### src/rtl/bep_frame_decoder_if.sv
// bep_frame_decoder_if: serial bit stream in, decoded frame and status out.
interface bep_frame_decoder_if #(
    parameter int PAYLOAD_BITS = 160
);
    logic                    bit_in;
    logic                    bit_valid;
    logic [PAYLOAD_BITS-1:0] frame_data;
    logic                    frame_valid;
    logic                    checksum_ok;
    logic                    busy;
    logic [7:0]              frame_count;
    logic [7:0]              error_count;
    modport master (
        output bit_in, bit_valid,
        input  frame_data, frame_valid, checksum_ok, busy, frame_count, error_count
    );
    modport slave (
        input  bit_in, bit_valid,
        output frame_data, frame_valid, checksum_ok, busy, frame_count, error_count
    );
endinterface

### src/rtl/bep_frame_decoder.sv
// bep_frame_decoder: hunts a sliding sync preamble, then captures an MSB-first payload
// whose final byte is the mod-256 sum of all earlier payload bytes.
module bep_frame_decoder #(
    parameter int          PREAMBLE_BITS    = 32,
    parameter logic [63:0] PREAMBLE_PATTERN = 64'h0000_0000_A5A5_F00F,
    parameter int          PAYLOAD_BITS     = 160,
    parameter int          TIMEOUT_CYCLES   = 65535
) (
    input logic               clock,
    input logic               reset,
    bep_frame_decoder_if.slave bus
);
    localparam logic [0:0] HUNT    = 1'b0;
    localparam logic [0:0] RECEIVE = 1'b1;
    localparam int CW = $clog2(PAYLOAD_BITS);
    localparam logic [PREAMBLE_BITS-1:0] SYNC = PREAMBLE_PATTERN[PREAMBLE_BITS-1:0];
    localparam logic [CW-1:0] LAST = CW'(PAYLOAD_BITS - 1);
    localparam logic [19:0] TMO = 20'(TIMEOUT_CYCLES);

    logic [0:0]               state_q, state_d;
    logic [PREAMBLE_BITS-1:0] sync_q, sync_d, sync_shift;
    logic [PAYLOAD_BITS-1:0]  pay_q, pay_d, frame_data_q, frame_data_d;
    logic [CW-1:0]            cnt_q, cnt_d;
    logic [19:0]              gap_q, gap_d, gap_inc;
    logic [7:0]               acc_q, acc_d, byte_in;
    logic                     frame_valid_q, frame_valid_d, checksum_ok_q, checksum_ok_d;
    logic [7:0]               frame_count_q, frame_count_d, error_count_q, error_count_d;
    logic [7:0]               fc_sat, ec_sat;

    always_comb begin
        sync_shift    = {sync_q[PREAMBLE_BITS-2:0], bus.bit_in};
        byte_in       = {pay_q[6:0], bus.bit_in};
        gap_inc       = gap_q + 20'd1;
        fc_sat        = frame_count_q + {7'd0, frame_count_q != 8'hFF};
        ec_sat        = error_count_q + {7'd0, error_count_q != 8'hFF};
        state_d       = state_q;
        sync_d        = sync_q;
        pay_d         = pay_q;
        cnt_d         = cnt_q;
        gap_d         = gap_q;
        acc_d         = acc_q;
        frame_data_d  = frame_data_q;
        frame_valid_d = 1'b0;
        checksum_ok_d = checksum_ok_q;
        frame_count_d = frame_count_q;
        error_count_d = error_count_q;
        if (state_q == HUNT) begin
            // A bit arriving in the completion cycle is dropped so a fresh full preamble is needed.
            if (bus.bit_valid && !frame_valid_q) begin
                sync_d = sync_shift;
                if (sync_shift == SYNC) begin
                    state_d = RECEIVE;
                    cnt_d   = '0;
                    gap_d   = '0;
                    acc_d   = '0;
                end
            end
        end else if (bus.bit_valid) begin
            pay_d = {pay_q[PAYLOAD_BITS-2:0], bus.bit_in};
            cnt_d = cnt_q + CW'(1);
            gap_d = '0;
            if (cnt_q == LAST) begin
                state_d       = HUNT;
                sync_d        = '0;
                frame_data_d  = pay_d;
                frame_valid_d = 1'b1;
                checksum_ok_d = acc_q == byte_in;
                frame_count_d = fc_sat;
                error_count_d = (acc_q == byte_in) ? error_count_q : ec_sat;
            end else if (cnt_q[2:0] == 3'd7) begin
                acc_d = acc_q + byte_in;
            end
        end else begin
            gap_d = gap_inc;
            if (gap_inc == TMO) begin
                state_d       = HUNT;
                sync_d        = '0;
                error_count_d = ec_sat;
            end
        end
    end

    always_ff @(posedge clock) begin
        if (reset) begin
            state_q       <= HUNT;
            sync_q        <= '0;
            pay_q         <= '0;
            cnt_q         <= '0;
            gap_q         <= '0;
            acc_q         <= '0;
            frame_data_q  <= '0;
            frame_valid_q <= 1'b0;
            checksum_ok_q <= 1'b0;
            frame_count_q <= '0;
            error_count_q <= '0;
        end else begin
            state_q       <= state_d;
            sync_q        <= sync_d;
            pay_q         <= pay_d;
            cnt_q         <= cnt_d;
            gap_q         <= gap_d;
            acc_q         <= acc_d;
            frame_data_q  <= frame_data_d;
            frame_valid_q <= frame_valid_d;
            checksum_ok_q <= checksum_ok_d;
            frame_count_q <= frame_count_d;
            error_count_q <= error_count_d;
        end
    end

    assign bus.frame_data  = frame_data_q;
    assign bus.frame_valid = frame_valid_q;
    assign bus.checksum_ok = checksum_ok_q;
    assign bus.busy        = state_q == RECEIVE;
    assign bus.frame_count = frame_count_q;
    assign bus.error_count = error_count_q;
endmodule
### src/flat_wrapper.sv
// flat-port wrapper written by rule: the top's interface ports become plain ports
module bep_frame_decoder_flat 
#(
    parameter int          PREAMBLE_BITS    = 32,
    parameter logic [63:0] PREAMBLE_PATTERN = 64'h0000_0000_A5A5_F00F,
    parameter int          PAYLOAD_BITS     = 160,
    parameter int          TIMEOUT_CYCLES   = 65535
)
  (clock, reset, bus_bit_in, bus_bit_valid, bus_frame_data, bus_frame_valid, bus_checksum_ok, bus_busy, bus_frame_count, bus_error_count);
  bep_frame_decoder_if #(.PAYLOAD_BITS(PAYLOAD_BITS)) bus_i ();
  input logic clock;
  input logic reset;
  input wire logic [$bits(bus_i.bit_in)-1:0] bus_bit_in;
  input wire logic [$bits(bus_i.bit_valid)-1:0] bus_bit_valid;
  output wire logic [$bits(bus_i.frame_data)-1:0] bus_frame_data;
  output wire logic [$bits(bus_i.frame_valid)-1:0] bus_frame_valid;
  output wire logic [$bits(bus_i.checksum_ok)-1:0] bus_checksum_ok;
  output wire logic [$bits(bus_i.busy)-1:0] bus_busy;
  output wire logic [$bits(bus_i.frame_count)-1:0] bus_frame_count;
  output wire logic [$bits(bus_i.error_count)-1:0] bus_error_count;
  assign bus_i.bit_in = bus_bit_in;
  assign bus_i.bit_valid = bus_bit_valid;
  assign bus_frame_data = bus_i.frame_data;
  assign bus_frame_valid = bus_i.frame_valid;
  assign bus_checksum_ok = bus_i.checksum_ok;
  assign bus_busy = bus_i.busy;
  assign bus_frame_count = bus_i.frame_count;
  assign bus_error_count = bus_i.error_count;
  bep_frame_decoder #(.PREAMBLE_BITS(PREAMBLE_BITS), .PREAMBLE_PATTERN(PREAMBLE_PATTERN), .PAYLOAD_BITS(PAYLOAD_BITS), .TIMEOUT_CYCLES(TIMEOUT_CYCLES)) u_core (.clock(clock), .reset(reset), .bus(bus_i));
endmodule
### config.mk
export PLATFORM = sky130hd
export DESIGN_NAME = bep_frame_decoder_flat
export DESIGN_NICKNAME = d
export VERILOG_FILES = /design/src/rtl/bep_frame_decoder_if.sv /design/src/rtl/bep_frame_decoder.sv /design/src/flat_wrapper.sv
export SDC_FILE = /design/constraint.sdc
export NUM_CORES = 1
export LEC_CHECK = 0
export CAP_MARGIN = 20
export CORE_ASPECT_RATIO = 0.6
export CORE_MARGIN = 3
export CORE_UTILIZATION = 27
export DETAILED_ROUTE_END_ITERATION = 8
export SLEW_MARGIN = 5
export SYNTH_ARGS = -nofsm -noshare
export SYNTH_HDL_FRONTEND = slang
export SYNTH_SLANG_ARGS = --single-unit
### constraint.sdc
create_clock -name clock -period 3.2 [get_ports clock]
set_input_delay 0.64 -clock clock [delete_from_list [all_inputs] [get_ports clock]]
set_output_delay 0.64 -clock clock [all_outputs]
set_load 0.01 [all_outputs]
==> results.json, run 1 <==
{
  "post_cts_buffers": 0,
  "crit_path_end_kind": "flip-flop",
  "max-cap-violations": 0,
  "setup_viol_count_final": 0,
  "synth_cell_types": 55,
  "gp_congestion": 0.777,
  "antennaDiodeCount": 0,
  "grt_pass1_wl_um": 65000,
  "cts_max_path_buffers": 3,
  "num_rows": 66,
  "cp_cell_sequence": "ha_2, nand3_2, or4_1, xnor2_1, nand4_1, o21a_4, nor4_2, mux2_1",
  "vdd_drop_max_mv": 0.360,
  "cp_max_fo": 9,
  "grtUsageTotal_pct": 12.8,
  "crit_type": "flip-flop to flip-flop",
  "power_leakage_uw": 0.00607,
  "cpMaxStageDelayCell": "or4_1",
  "syn_avg_cell_area_um2": 7.80,
  "clock-sinks": 405,
  "post_drt_via_cell_ratio": 4.66,
  "finClkSkew_ns": 0.0144,
  "grt_max_degree": 133,
  "wl_um": 38900,
  "syn_area_mm2": 0.0152,
  "ios": 183,
  "worstMarginPinSlew_ns": 0.986,
  "rsz0062_at_grt": "no",
  "layout_commonest_cell": "nand2_1",
  "syn_to_final_growth_pct": 25.9,
  "final_util_pct": 34.9,
  "start_util_pct": 27.7,
  "coreArea_mm2": 0.0548,
  "cp.arrival_ns": 3.36,
  "setup_ws_ns": 0.255,
  "synth_edf_count": 0,
  "num_vias": 13200,
  "final_layout_size_suffix_gt1_share_pct": 5.70,
  "fin_crit_sh_pct": 92.0,
  "layout.nets": 2076,
  "ctsResizeCount": 0,
  "stdcell_count": 2835,
  "final_cell_mix": "732 x nand2_1, 405 x dfxtp_1, 399 x a21oi_1",
  "ys.flop_type": "dfxtp_1",
  "die_w_um": 312,
  "synth_cells": 1945,
  "firstDrtPassIters": 5,
  "overflow": 0,
  "antenna_found_initial": 0,
  "max_slew_margin_pct": 34.2,
  "maxSlewViolCount": 0,
  "synth_top_area_share_pct": 53.4,
  "drtIter0Drc": 882,
  "cts_hold_buf": 0,
  "fmax_ghz": 0.340,
  "status": "finished clean",
  "place_ws_ns": -0.0895,
  "cts_tree": "built",
  "io_buffers": 182,
  "hpwl_um": 23900,
  "syn_nets": 1965,
  "insertion_delay_ns": 0.53,
  "synthTopCellsByArea": "dfxtp_1 53%, nand2_1 18%, a21oi_1 13%",
  "drc": 0,
  "synthArstFlopShare_pct": 0,
  "ys_seq_area_share_pct": 53.4,
  "worstHoldPathType": "primary input to flip-flop",
  "finalHoldViolations": 0,
  "htree_levels": 2,
  "path_clk_slew_ns": 0.06,
  "wire_per_inst_um": 13.7,
  "first_global_vias": 12700,
  "ys.warnings.count": 0,
  "synth_top_cell_by_area": "dfxtp_1",
  "worstPathRequired_ns": 3.61,
  "numPlacedInstances": 2760,
  "period_needed_ns": 2.95,
  "worst_setup_path_start_kind": "flip-flop",
  "power_uw": 10100,
  "power_density_mw_per_mm2": 528,
  "cpPeakStageDelay_ns": 0.60,
  "die_area_mm2": 0.0592,
  "root_buffer": "clkbuf_16",
  "die_h_um": 190,
  "postRouteAntennaNets": 0,
  "cts_buffers": 42,
  "synth_seq_cells": 405
}
-- state kept, by name, indices dropped and copies added (netlist names) --
name / flops
u_core.acc_q: 8
u_core.bus.checksum_ok: 1
u_core.bus.busy: 1
u_core.cnt_q: 8
u_core.pay_q: 159
u_core.bus.error_count: 8
u_core.bus.frame_count: 8
u_core.bus.frame_valid: 1
u_core.bus.frame_data: 160
u_core.sync_q: 31
u_core.gap_q: 20
-- cells by family (layout without fill, tap and decap cells) --
logic type      Yosys count  in the layout  share of synthesized area (%)
compound gates          452            452                           15.5
xor+xnor                 15             15                          0.866
fa+ha+maj                16             16                           1.37
buf+inv                 152            294                           3.83
flops                   405            405                           53.4
mux                       7              7                          0.519
simple gates            898            898                           24.5
-- per-stage QoR --
step	cell area (um2)	setup TNS, ns	hold WS, ns
after floorplan	15200	0	0.432
after global placement	17700	-0.470	0.445
after detailed placement	17700	-0.329	0.446
after CTS	19100	0	0.413
after global routing	19100	0	0.446
final	19100	0	0.451
-- cells in the mapped netlist (5+ instances only) --
| cell | number |
|---|---|
| nand2_1 | 733 |
| dfxtp_1 | 405 |
| a21oi_1 | 399 |
| clkbuf_1 | 128 |
| nor2_1 | 44 |
| nand3_1 | 31 |
| o21ai_0 | 21 |
| nand4_1 | 16 |
| ha_1 | 15 |
| inv_1 | 13 |
| nor3_1 | 11 |
| a31oi_1 | 10 |
| and3_1 | 9 |
| buf_2 | 9 |
| nor2b_1 | 8 |
| xnor2_1 | 8 |
| or3_1 | 7 |
| xor2_1 | 7 |
| nor4_2 | 6 |
| mux2_1 | 5 |
| nor4_1 | 5 |
-- routing by layer --
metal,GRT usage [%],vias up,wire length (um)
met5,0,-,0
met4,2.44,0,549
met3,3.38,56,2540
met2,19.8,280,16400
met1,18.2,6226,19400
li1,-,6635,-
-- report_power, final --
| part | internal [uW] | total (uW) | switching [uW] | leakage (uW) |
|---|---|---|---|---|
| logic | 23.4 | 128 | 104 | 0.00212 |
| registers | 5040 | 5040 | 1.05 | 0.00326 |
| clock network | 2890 | 4930 | 2040 | 0.000685 |
-- critical path: cells and delay by family (launching register included) --
family          cells  cell delay [ns]
simple gates        4             1.22
xor+xnor            1             0.16
compound gates      1             0.28
fa+ha+maj           1             0.32
mux                 1             0.35
flops               1             0.51
-- worst paths after layout --
check	startpoint	end	cells after the start	slack, ns
worst max-delay path	u_core.gap_q[0]	u_core.bus.error_count[7]	8	0.25
worst min-delay path	reset	u_core.gap_q[18]	2	0.45
worst max register to register	u_core.gap_q[0]	u_core.bus.error_count[7]	8	0.25
worst min register to register	u_core.bus.frame_data[75]	u_core.bus.frame_data[75]	2	0.45
-- final cells by class --
type,instances,area (um2)
Timing Repair Buffer,206,2120
Clock buffer,64,1260
Fill cell,5719,35700
Tap cell,748,936
Multi-Input combinational cell,1388,6520
Sequential cell,405,8110
Inverter,13,48.8
Clock inverter,11,113
Power figures use the tool's default switching activity.
==> inputs of run 2 (changes only) <==
Settings changed: GPL_TIMING_DRIVEN set to 0, REMOVE_ABC_BUFFERS set to 1.
==> results.json, run 2 (same netlist as run 1, synthesis figures left out) <==
{
  "hpwl_um": 24500,
  "grtUsageTotal_pct": 12.8,
  "max-cap-violations": 0,
  "cts_hold_buf": 0,
  "largest_reg_flops": 160,
  "power_density_mw_per_mm2": 513,
  "cp_num_buf_inv": 1,
  "layout_commonest_cell": "nand2_1",
  "cp_cell_sequence": "clkdlybuf4s50_1, and4b_1, nand4_1, nor4_1, a31oi_2, a21o_1, a21oi_1, nor2_1",
  "status": "finished clean",
  "wl_um": 38700,
  "holdWs_ns": 0.452,
  "layout.nets": 2070,
  "hold_start": "u_core.bus.frame_data[43]",
  "timing.rr.end": "u_core.gap_q[18]",
  "min_to": "u_core.bus.frame_data[43]",
  "setup_viol_count_final": 0,
  "fin_crit_sh_pct": 96.5,
  "numPlacedInstances": 2752,
  "wire_per_inst_um": 13.7,
  "num_vias": 13000,
  "cts_tree": "built",
  "htree_levels": 2,
  "hold_depth": 2,
  "crit_type": "primary input to flip-flop",
  "firstDrtPassIters": 5,
  "finalHoldViolations": 0,
  "insertion_delay_ns": 0.54,
  "rr_worst_depth": 6,
  "crit_path_end_kind": "flip-flop",
  "final_util_pct": 34.9,
  "post_drt_via_cell_ratio": 4.60,
  "drt-met1-wl_um": 19200,
  "final_layout_size_suffix_gt1_share_pct": 5.53,
  "ios": 183,
  "syn_to_final_growth_pct": 26.0,
  "power_leakage_uw": 0.00604,
  "finClkSkew_ns": 0.0154,
  "final.fill_count": 5707,
  "rsz0062_at_grt": "no",
  "root_buffer": "clkbuf_16",
  "antenna_found_initial": 1,
  "cp.arrival_ns": 3.48,
  "start_util_pct": 27.7,
  "grt_max_degree": 145,
  "antennaDiodeCount": 0,
  "worstPathRequired_ns": 3.59,
  "cpPeakStageDelay_ns": 0.85,
  "r2r-start": "u_core.sync_q[3]",
  "io_buffers": 182,
  "worst_setup_path_start_kind": "primary input",
  "stdcell_count": 2828,
  "routed-wl-met2_um": 16800,
  "final_cell_mix": "732 x nand2_1, 403 x dfxtp_1, 399 x a21oi_1",
  "worstHoldPathType": "flip-flop to flip-flop",
  "clock-sinks": 405,
  "coreArea_mm2": 0.0548,
  "cpMaxStageDelayCell": "nor4_1",
  "fmax_ghz": 0.324,
  "drtIter0Drc": 792,
  "cts_max_path_buffers": 3,
  "grt_pass1_wl_um": 64300,
  "die_h_um": 190,
  "die_area_mm2": 0.0592,
  "postRouteAntennaNets": 0,
  "worstMarginPinSlew_ns": 1.00,
  "path_clk_slew_ns": 0.06,
  "vdd_drop_max_mv": 0.336,
  "maxSlewViolCount": 0,
  "num_rows": 66,
  "cp_max_fo": 21,
  "drc": 0,
  "max_slew_margin_pct": 32.9,
  "r2r_slack_ns": 0.21,
  "cp_top_family": "simple AND/OR/NAND/NOR gates",
  "overflow": 0,
  "period_needed_ns": 3.09,
  "top_layer": "met4",
  "routed-wl-met3_um": 2070,
  "cts_buffers": 41,
  "die_w_um": 312,
  "gp_congestion": 0.807,
  "first_global_vias": 12400
}
[run 2: stage by stage]
step	worst slack [ns]	instance area [um2]	total power (uW)	TNS, ns
final	0.113	19100	9820	0
after global routing	0.000798	19100	10200	0
after CTS	0.0182	19100	10000	0
after detailed placement	-0.633	17800	5280	-55.64
after global placement	-19.14	17400	5280	-5135.46
after floorplan	-6.28	14600	5180	-1297.35
[run 2: repair_timing]
item,in CTS,in global routing
gates resized for setup,1,6
endpoints found under the setup margin,22,41
pin swaps,1,1
cloned,2,0
buffers inserted,0,1
[run 2: cell type report]
type	count	area, um2	area share (%)
multi-input combinational	1390	6560	34.3
clock inverter	13	115	0.602
clock buffer	60	1170	6.11
inverter	13	48.8	0.255
sequential	405	8110	42.4
timing repair buffer	199	2190	11.5
tap	748	936	4.89
[run 2: routing by layer]
layer,vias to the layer above,track usage [%]
li1,6630,-
met1,6069,17.9
met2,266,20.2
met3,51,2.83
met4,0,3.00
met5,-,0
[run 2: power breakdown]
| part | internal, uW | switching, uW |
|---|---|---|
| Sequential | 5040 | 0.972 |
| Combinational | 21.3 | 105 |
| Clock | 2630 | 2020 |
| Total | 7690 | 2130 |
[run 2: tightest hold or removal path, delay by kind of cell, from the launching register on]
| kind | cells | cell delay (ns) |
|---|---|---|
| flip-flops | 1 | 0.31 |
| AND/OR/NAND/NOR | 1 | 0.05 |
| AO/OA/AOI/OAI | 1 | 0.05 |
[run 2: how the worst max path moves through the flow]
stage                     from                   endpoint  depth (start not counted)
6_report            bus_bit_in           u_core.gap_q[18]                          8
5_1_grt             bus_bit_in           u_core.gap_q[18]                          8
4_1_cts        u_core.gap_q[0]           u_core.sync_q[0]                          9
3_5_place_dp     bus_bit_valid           u_core.sync_q[0]                          7
3_3_place_gp     bus_bit_valid  u_core.bus.frame_count[6]                          7
2_1_floorplan    bus_bit_valid  u_core.bus.frame_count[6]                          6
